File: src/rtl/rv32im_mdu_seq.sv
// Iterative RV32M/RV64M multiply/divide unit with a valid/ready request and result handshake.
// Latency: special-case divides and (with MDU_FAST_MUL_EN) multiplies give valid_o on the accept edge; other ops after XLEN more edges.
// Backpressure: result is held in DONE until ready_i; ready_o is low until the unit is back in IDLE.
//
// Optional feature macro: MDU_FAST_MUL_EN (single-cycle multiplier for MUL/MULH/MULHSU/MULHU).
//
// Ports:
//   clk_i, rst_i            clock, asynchronous active-high reset
//   valid_i / ready_o       request handshake; op_i, rs1_i, rs2_i sampled only on acceptance
//   flush_i                 abort any operation, return to IDLE next edge (highest priority)
//   valid_o / ready_i       result handshake; result_o held stable while valid_o && !ready_i
//   busy_o                  high while an operation is in flight or its result is pending
module rv32im_mdu_seq #(
  parameter int XLEN = 32
) (
  input  logic            clk_i,
  input  logic            rst_i,
  input  logic            valid_i,
  output logic            ready_o,
  input  logic [2:0]      op_i,
  input  logic [XLEN-1:0] rs1_i,
  input  logic [XLEN-1:0] rs2_i,
  input  logic            flush_i,
  output logic            valid_o,
  input  logic            ready_i,
  output logic [XLEN-1:0] result_o,
  output logic            busy_o
);

  localparam int CNT_W = $clog2(XLEN) + 1;

  localparam logic [2:0] OP_MUL    = 3'b000;
  localparam logic [2:0] OP_MULH   = 3'b001;
  localparam logic [2:0] OP_MULHSU = 3'b010;
  localparam logic [2:0] OP_MULHU  = 3'b011;
  localparam logic [2:0] OP_DIV    = 3'b100;
  localparam logic [2:0] OP_DIVU   = 3'b101;
  localparam logic [2:0] OP_REM    = 3'b110;
  localparam logic [2:0] OP_REMU   = 3'b111;

  localparam logic [XLEN-1:0] INT_MIN = {1'b1, {(XLEN-1){1'b0}}};

  typedef enum logic [1:0] {
    IDLE = 2'd0,
    CALC = 2'd1,
    DONE = 2'd2
  } state_t;

  state_t            state_q;
  logic [2:0]        op_q;
  logic              neg_a_q;    // dividend/multiplicand was negative
  logic              neg_res_q;  // quotient/product must be negated at the end
  logic [2*XLEN-1:0] acc_q;      // mul: {partial hi, multiplier}; div: {remainder, quotient}
  logic [XLEN-1:0]   opb_q;      // |multiplicand| for mul, |divisor| for div
  logic [CNT_W-1:0]  cnt_q;

  // The reset term keeps ready_o low as soon as rst_i rises, not one edge later.
  assign ready_o = (state_q == IDLE) && !rst_i;

  // ---------------------------------------------------------------------------
  // Request decode (only meaningful on the acceptance edge)
  // ---------------------------------------------------------------------------
  logic            sgn_a_in, sgn_b_in;
  logic            neg_a_in, neg_b_in;
  logic [XLEN-1:0] abs_a_in, abs_b_in;
  logic            div_zero_in, div_ovf_in, div_special_in;
  logic [XLEN-1:0] special_res_in;

  always_comb begin
    sgn_a_in = (op_i == OP_MULH) || (op_i == OP_MULHSU) || (op_i == OP_DIV) || (op_i == OP_REM);
    // MULHSU deliberately treats rs2 as unsigned.
    sgn_b_in = (op_i == OP_MULH) || (op_i == OP_DIV) || (op_i == OP_REM);
    neg_a_in = sgn_a_in && rs1_i[XLEN-1];
    neg_b_in = sgn_b_in && rs2_i[XLEN-1];
    // -INT_MIN wraps back to INT_MIN, which is still the right magnitude read as unsigned.
    abs_a_in = neg_a_in ? (~rs1_i + 1'b1) : rs1_i;
    abs_b_in = neg_b_in ? (~rs2_i + 1'b1) : rs2_i;

    div_zero_in    = (rs2_i == '0);
    div_ovf_in     = (op_i == OP_DIV || op_i == OP_REM) && (rs1_i == INT_MIN) && (rs2_i == '1);
    div_special_in = op_i[2] && (div_zero_in || div_ovf_in);

    // op_i[1] selects REM/REMU within the divide group.
    if (div_zero_in) begin
      special_res_in = op_i[1] ? rs1_i : '1;
    end else begin
      special_res_in = op_i[1] ? '0 : rs1_i;
    end
  end

`ifdef MDU_FAST_MUL_EN
  // Operands are sign/zero extended to 2*XLEN so the truncated product is exact
  // for every mix of signedness.
  logic signed [2*XLEN-1:0] fast_a, fast_b, fast_p;
  logic        [XLEN-1:0]   fast_res;

  always_comb begin
    fast_a   = {{XLEN{neg_a_in}}, rs1_i};
    fast_b   = {{XLEN{neg_b_in}}, rs2_i};
    fast_p   = fast_a * fast_b;
    fast_res = (op_i == OP_MUL) ? fast_p[XLEN-1:0] : fast_p[2*XLEN-1:XLEN];
  end
`endif

  // ---------------------------------------------------------------------------
  // One iteration of each datapath, plus the sign fix-up applied on the last one
  // ---------------------------------------------------------------------------
  logic [XLEN:0]     mul_sum;
  logic [2*XLEN-1:0] mul_nxt;
  logic [XLEN:0]     rem_sh;
  logic [XLEN:0]     rem_diff;
  logic              q_bit;
  logic [XLEN-1:0]   rem_nxt;
  logic [2*XLEN-1:0] div_nxt;
  logic [2*XLEN-1:0] acc_nxt;
  logic [2*XLEN-1:0] prod_fix;
  logic [XLEN-1:0]   quo, rem;
  logic [XLEN-1:0]   final_res;

  always_comb begin
    // Shift-add: add multiplicand into the high half when the current multiplier
    // bit is set, then shift the whole accumulator right, carry included.
    mul_sum = {1'b0, acc_q[2*XLEN-1:XLEN]} + (acc_q[0] ? {1'b0, opb_q} : '0);
    mul_nxt = {mul_sum, acc_q[XLEN-1:1]};

    // Restoring division: shift the next dividend bit into the remainder and
    // keep the subtraction only when it does not borrow.
    rem_sh   = {acc_q[2*XLEN-1:XLEN], acc_q[XLEN-1]};
    rem_diff = rem_sh - {1'b0, opb_q};
    q_bit    = !rem_diff[XLEN];
    rem_nxt  = q_bit ? rem_diff[XLEN-1:0] : rem_sh[XLEN-1:0];
    div_nxt  = {rem_nxt, acc_q[XLEN-2:0], q_bit};

    acc_nxt = op_q[2] ? div_nxt : mul_nxt;

    prod_fix = neg_res_q ? (~mul_nxt + 1'b1) : mul_nxt;
    quo      = div_nxt[XLEN-1:0];
    rem      = div_nxt[2*XLEN-1:XLEN];

    final_res = '0;
    case (op_q)
      OP_MUL:                       final_res = prod_fix[XLEN-1:0];
      OP_MULH, OP_MULHSU, OP_MULHU: final_res = prod_fix[2*XLEN-1:XLEN];
      OP_DIV:                       final_res = neg_res_q ? (~quo + 1'b1) : quo;
      OP_DIVU:                      final_res = quo;
      OP_REM:                       final_res = neg_a_q ? (~rem + 1'b1) : rem;
      OP_REMU:                      final_res = rem;
      default:                      final_res = '0;
    endcase
  end

  // ---------------------------------------------------------------------------
  // Control FSM and all registered outputs
  // ---------------------------------------------------------------------------
  always_ff @(posedge clk_i or posedge rst_i) begin
    if (rst_i) begin
      state_q   <= IDLE;
      op_q      <= '0;
      neg_a_q   <= 1'b0;
      neg_res_q <= 1'b0;
      acc_q     <= '0;
      opb_q     <= '0;
      cnt_q     <= '0;
      result_o  <= '0;
      valid_o   <= 1'b0;
      busy_o    <= 1'b0;
    end else if (flush_i) begin
      // Abort wins over accept and over the result handshake; result_o keeps its value.
      state_q <= IDLE;
      valid_o <= 1'b0;
      busy_o  <= 1'b0;
    end else begin
      case (state_q)
        IDLE: begin
          if (valid_i) begin
            op_q      <= op_i;
            neg_a_q   <= neg_a_in;
            neg_res_q <= neg_a_in ^ neg_b_in;
            acc_q     <= {{XLEN{1'b0}}, abs_a_in};
            opb_q     <= abs_b_in;
            cnt_q     <= CNT_W'(XLEN);
            busy_o    <= 1'b1;
            if (div_special_in) begin
              result_o <= special_res_in;
              valid_o  <= 1'b1;
              state_q  <= DONE;
`ifdef MDU_FAST_MUL_EN
            end else if (!op_i[2]) begin
              result_o <= fast_res;
              valid_o  <= 1'b1;
              state_q  <= DONE;
`endif
            end else begin
              state_q <= CALC;
            end
          end
        end

        CALC: begin
          acc_q <= acc_nxt;
          cnt_q <= cnt_q - 1'b1;
          if (cnt_q == CNT_W'(1)) begin
            result_o <= final_res;
            valid_o  <= 1'b1;
            state_q  <= DONE;
          end
        end

        DONE: begin
          if (ready_i) begin
            valid_o <= 1'b0;
            busy_o  <= 1'b0;
            state_q <= IDLE;
          end
        end

        default: begin
          state_q <= IDLE;
          valid_o <= 1'b0;
          busy_o  <= 1'b0;
        end
      endcase
    end
  end

endmodule
File: config.mk
export PLATFORM = sky130hd
export DESIGN_NAME = rv32im_mdu_seq
export DESIGN_NICKNAME = d
export VERILOG_FILES = /design/src/rtl/rv32im_mdu_seq.sv
export SDC_FILE = /design/constraint.sdc
export NUM_CORES = 1
export LEC_CHECK = 0
export CAP_MARGIN = 30
export CELL_PAD_IN_SITES_DETAIL_PLACEMENT = 0
export CELL_PAD_IN_SITES_GLOBAL_PLACEMENT = 1
export CORE_ASPECT_RATIO = 1.75
export CORE_MARGIN = 10
export CORE_UTILIZATION = 49
export DETAILED_ROUTE_END_ITERATION = 8
export DONT_BUFFER_PORTS = 1
export HOLD_SLACK_MARGIN = 0.12
export PLACE_DENSITY = 0.87
export SLEW_MARGIN = 10
export SYNTH_ARGS = -nofsm -noshare
export SYNTH_HDL_FRONTEND = slang
export SYNTH_SLANG_ARGS = --single-unit
File: constraint.sdc
create_clock -name clk_i -period 6.8 [get_ports clk_i]
set_clock_uncertainty 0.2 [all_clocks]
set_input_delay 1.36 -clock clk_i [delete_from_list [all_inputs] [get_ports clk_i]]
set_output_delay 1.36 -clock clk_i [all_outputs]
set_load 0.005 [all_outputs]
## Word-level counts from Yosys, hierarchy flattened

Cells that the tools add are included.

- Add/subtract/negate cells: 8
- Eq/ne operators: 24
- Mux-type cells: 35
- Bitwise logic cells: 7
- Reduce and logical (&&, ||, !) cells: 26

Operators by type and width:

| cell | number |
|---|---|
| 32-bit two-way mux | 12 |
| 64-bit two-way mux | 3 |
| 32-bit one-hot mux with 6 select lines | 1 |
| 32-bit by 1-bit adder with 32-bit output, second input constant | 4 |
| 32-bit inverter | 4 |
| 64-bit one-hot mux with 2 select lines | 1 |
| 64-bit by 1-bit adder with 64-bit output, second input constant | 1 |
| 32-bit == test, second input constant | 2 |
| 64-bit inverter | 1 |
| 32-bit one-hot mux with 2 select lines | 1 |
| 32-bit by 32-bit adder with 33-bit output | 1 |
| 33-bit by 32-bit subtractor with 33-bit output | 1 |
| 32-bit logical NOT | 1 |
| 3-bit == test, second input constant | 6 |
| 3-bit != test, second input constant | 4 |
| 6-bit one-hot mux with 2 select lines | 1 |
| 3-bit AND reduction | 4 |
| 2-bit two-way mux | 5 |
| 3-bit by 2-bit == test with 1-bit output, second input constant | 3 |
| 2-bit != test, second input constant | 4 |
| 1-bit logical OR | 7 |
| 1-bit two-way mux | 7 |
| 3-bit by 1-bit == test with 1-bit output, second input constant | 2 |
| 6-bit by 1-bit == test with 1-bit output, second input constant | 1 |
| 16 further kinds | 23 |

- Bits in registers: 143
- Input port bits: 72
- Logic and storage cells: 110

## Logic depth before layout (Yosys ltp)

- Word-level depth: 10
- Depth in mapped cells: 25
- Depth with buffers taken out: 20

## Worst setup path after synthesis

OpenSTA, ideal clock, no wires.

- Path type: register to register
- Start: register acc_q[31]
- End: register result_o[26]
- Data arrival time: 5166 ps
- Data required time: 6472 ps
- Setup slack: 1306 ps
- Stages on the path, launching flop included: 24
- Period minus slack after synthesis: 5494 ps
- Cells stage by stage: dfrtp_1 -> inv_1 -> ha_1 -> inv_1 -> fa_1 -> a21o_1 -> a31oi_1 -> a21oi_1 -> or4_1 -> a21oi_1 -> xnor2_1 -> buf_2 -> buf_2 -> buf_2 -> mux2i_1 -> ha_1 -> nand2b_1 -> nor4_1 -> mux2i_1 -> nor3b_1 -> a41oi_1 -> xnor2_1 -> a221oi_1 -> nor3_1

- Cells in the longest elaborated chain, start to end: 8
- Elaborated cells between the ends (all ways): 15
- Those cells by class: add/sub: 4; mux: 7; bitwise: 3; reduce/logical: 1

Ends and longest elaborated chain:

| item | line | text |
|---|---|---|
| start, declared | 53 | `logic [2*XLEN-1:0] acc_q;` |
| start signal, assigned | 179 | `acc_q <= {{XLEN{1'b0}}, abs_a_in};` |
| start signal, assigned | 200 | `acc_q <= acc_nxt;` |
| 33-bit by 32-bit subtractor with 33-bit output | 129 | `rem_diff = rem_sh - {1'b0, opb_q};` |
| 32-bit two-way mux or 1-bit logical NOT (tied branches) | 131, 130 |  |
| 32-bit inverter, on equally long branches | 146, 144 |  |
| 32-bit by 1-bit adder with 32-bit output, on equally long branches | 146, 144 |  |
| 32-bit two-way mux, on equally long branches | 146, 144 |  |
| 32-bit one-hot mux with 6 select lines (*) | 141 | `case (op_q)` |
| 32-bit two-way mux (*) | 202 | `if (cnt_q == CNT_W'(1)) begin` |
| 32-bit one-hot mux with 2 select lines (*) | 173 | `case (state_q)` |
| end signal, assigned | 184 | `result_o <= special_res_in;` |
| end signal, assigned | 203 | `result_o <= final_res;` |
| end, declared | 26 | `output logic [XLEN-1:0] result_o,` |

Every way passes the cells marked *; elsewhere a longest branch is shown, timed or not. The select of a mux whose other input is x is not followed.
A chain may end at the register's enable or synchronous reset.

## Worst setup path in the final report

Ends and elaborated chain as after synthesis.

==> impl_metrics.json <==
{
  "status": "finished, final reports clean",
  "viasPerCell": 6.57,
  "hold_violations": 0,
  "die_height_um": 268,
  "critPathCaptureType": "register",
  "die_w_um": 161,
  "cts_sinks": 143,
  "rows": 90,
  "place.gp.congestion": 1.04,
  "place_inst": 2670,
  "dp_hpwl_um": 56100,
  "synthCells": 2328,
  "root_buffer": "clkbuf_16",
  "post-synth-top-area-cell": "dfrtp_1",
  "ys_warn_count": 0,
  "core_area_um2": 34600,
  "dr.pass1.iters": 8,
  "post_cts_resized": 0,
  "worst-path-max-fanout": 7,
  "drv_slew": 0,
  "grt_pass1_wl_um": 106000,
  "nets": 2376,
  "synth_enable_flop_cells": 0,
  "ys_seq_area_share_pct": 20.9,
  "clk_pin_slew_ps": 80,
  "slew_headroom_pct": 26.5,
  "crit_path_start_kind": "register",
  "grt-ovfl-total": 0,
  "holdWs_ps": 281,
  "io_buffers": 0,
  "insertion_delay_ps": 470,
  "finalSetupTns_ps": 0,
  "synth_ff_type": "dfrtp_1",
  "critPathArrivalTime_ps": 6220,
  "tightest_slew_ps": 1090,
  "power.leakage_uw": 0.00734,
  "worst_hold_path_type": "reg2reg",
  "drive_gt1_share_pct": 5.97,
  "drt-total-wl_um": 70600,
  "num_antenna_cells": 0,
  "first_iter_violations": 1394,
  "synth_area_leaders": "dfrtp_1, o21ai_0, nand2_1",
  "fmax_mhz": 164,
  "synth_fp_nets": 2474,
  "ys_types": 102,
  "vias": 17800,
  "period_needed_ps": 6090,
  "regToRegSetupSlack_ps": 710,
  "required_ps": 6930,
  "track_usage_pct": 32.0,
  "timing.final.ws_setup_ps": 715,
  "die-area_um2": 43200,
  "holdBufCountCts": 0,
  "setup_viol": 0,
  "layout.cells.non_filler": 2703,
  "area_delta_synth_final_pct": 3.78,
  "cts_tree": "built",
  "vdd_ir_drop_max_mv": 0.258,
  "worstSetupPathType": "reg2reg",
  "min_period_over_period_pct": 89.5,
  "async_reset_ff_share_pct": 100,
  "yosysTopAreaCellShare_pct": 20.9,
  "final_antenna_net_count": 0,
  "syn_avg_cell_area_um2": 7.37,
  "clk_path_buf_depth": 2,
  "powerDensity_nw_per_um2": 642,
  "post-place-ws_ps": 911,
  "drt-wirelength-per-cell_um": 26.1,
  "post-route-drc-count": 0,
  "rsz0062_at_grt": "no",
  "antenna_found_initial": 1,
  "ys_seq_elements": 143,
  "grt_max_degree": 90,
  "syn_area_um2": 17200,
  "grt_pass1_vias": 17100,
  "htreeDepth": 4,
  "initial_utilization_pct": 49.6,
  "pin_count": 107,
  "cap_violations": 0,
  "cts_buffers": 17,
  "post-cts-setup-buffers": 0
}
[critical path, stage by stage, from the launching register on]
cell	delay [ps]
dfrtp_1	440
inv_1	140
ha_1	190
inv_1	60
fa_1	450
a21o_1	220
a31oi_1	290
a21oi_1	210
or4_1	560
a21oi_1	300
xnor2_2	260
mux2i_1	340
ha_1	360
nand2b_1	120
nor4_1	180
mux2i_1	200
nor3b_1	640
a41oi_1	240
xnor2_1	190
a221oi_1	270
nor3_1	80
[placed cells by master (no fill, tap or decap), types with 7 or more instances in the layout]
cell type	count
a22o_1	21
o211ai_1	19
nor3_1	63
xnor2_1	129
nand4_1	32
a21o_1	27
nand3_1	45
or2_2	17
a31oi_1	31
a211oi_1	20
clkbuf_16	17
nor2b_1	9
inv_1	73
inv_8	7
dfrtp_1	141
ha_1	72
o31ai_1	33
mux2_2	9
a221oi_1	20
o21ai_0	251
o22ai_1	10
nor2_1	175
and3_1	15
o21a_1	11
mux2i_1	78
o41ai_1	15
nand2_1	323
buf_4	36
nand2b_1	24
xor2_1	74
and2_1	24
and4_1	8
a21oi_1	156
or3_1	38
nor4_1	26
o21bai_1	7
o221ai_1	12
or4_1	10
maj3_1	26
[cell usage after synthesis, types with 8 or more instances]
library cell / number
nand2_1: 324
o21ai_0: 251
nor2_1: 176
a21oi_1: 156
dfrtp_1: 143
xnor2_1: 130
clkbuf_1: 113
mux2i_1: 78
inv_1: 74
xor2_1: 74
ha_1: 72
nor3_1: 63
nand3_1: 45
or3_1: 38
o31ai_1: 33
nand4_1: 32
a31oi_1: 31
a21o_1: 27
nor4_1: 27
maj3_1: 26
and2_1: 24
nand2b_1: 24
a22o_1: 21
a211oi_1: 20
a221oi_1: 20
o211ai_1: 19
or2_2: 17
and3_1: 15
o41ai_1: 15
clkbuf_8: 14
o221ai_1: 12
o21a_1: 11
o22ai_1: 10
or4_1: 10
buf_1: 9
mux2_2: 9
nor2b_1: 9
and4_1: 8
[final cells by class]
cell class | instances | area, um2
clock inverters | 14 | 161
inverters | 75 | 287
fillers | 3482 | 16800
multi-input cells | 1956 | 12500
flip-flops and latches | 143 | 3580
clock buffers | 18 | 429
repair buffers | 37 | 275
well taps | 460 | 576
[stage by stage]
stage	area, um2	util, %	power [uW]
3_3_place_gp	17200	49.8	10100
6_report	17800	51.5	11400
2_1_floorplan	17200	-	7790
3_5_place_dp	17200	49.8	10100
5_1_grt	17800	51.5	12100
4_1_cts	17800	51.5	11200
[registers in the layout (all words and copies together) (netlist names)]
register,flops
acc_q,64
opb_q,32
result_o,32
cnt_q,6
op_q,3
state_q,2
busy_o,1
neg_a_q,1
neg_res_q,1
valid_o,1
[kinds of logic (layout without fill, tap and decap cells)]
family | after synthesis | count (layout) | share of synthesized area [%]
compound gates | 707 | 707 | 25.8
xor+xnor | 204 | 204 | 10.4
fa+ha+maj | 100 | 100 | 7.00
buf+inv | 229 | 144 | 6.53
flops | 143 | 143 | 20.9
mux | 87 | 87 | 5.14
simple gates | 858 | 858 | 24.2
[per-layer routing]
layer | routed length, um | share of wire (%) | global-route usage, % | vias up
li1 | - | - | - | 8269
met1 | 24700 | 35 | 32.4 | 8474
met2 | 34900 | 49 | 55.7 | 783
met3 | 3460 | 4.9 | 4.14 | 237
met4 | 7530 | 11 | 29.8 | 0
met5 | 0 | 0 | 0 | -
[worst paths after layout]
check / startpoint / endpoint / cells after the start
max in group asynchronous: rst_i / op_q[2]$_DFFE_PP0P_ / 2
min in group asynchronous: rst_i / cnt_q[3]$_DFFE_PP0P_ / 1
hold reg to reg: opb_q[30]$_DFFE_PP0P_ / opb_q[30]$_DFFE_PP0P_ / 2
setup reg to reg: acc_q[31]$_DFFE_PP0P_ / result_o[26]$_DFFE_PP0P_ / 20
setup / recovery: acc_q[31]$_DFFE_PP0P_ / result_o[26]$_DFFE_PP0P_ / 20
hold / removal: opb_q[30]$_DFFE_PP0P_ / opb_q[30]$_DFFE_PP0P_ / 2
[report_power, final]
part           total (uW)  internal [uW]  leakage [uW]  switching [uW]
logic                8470           2960       0.00524            5510
clock network        1000            527      0.000294             474
registers            1960           1230       0.00180             732
No activity file was read; power rests on OpenSTA's default activity.
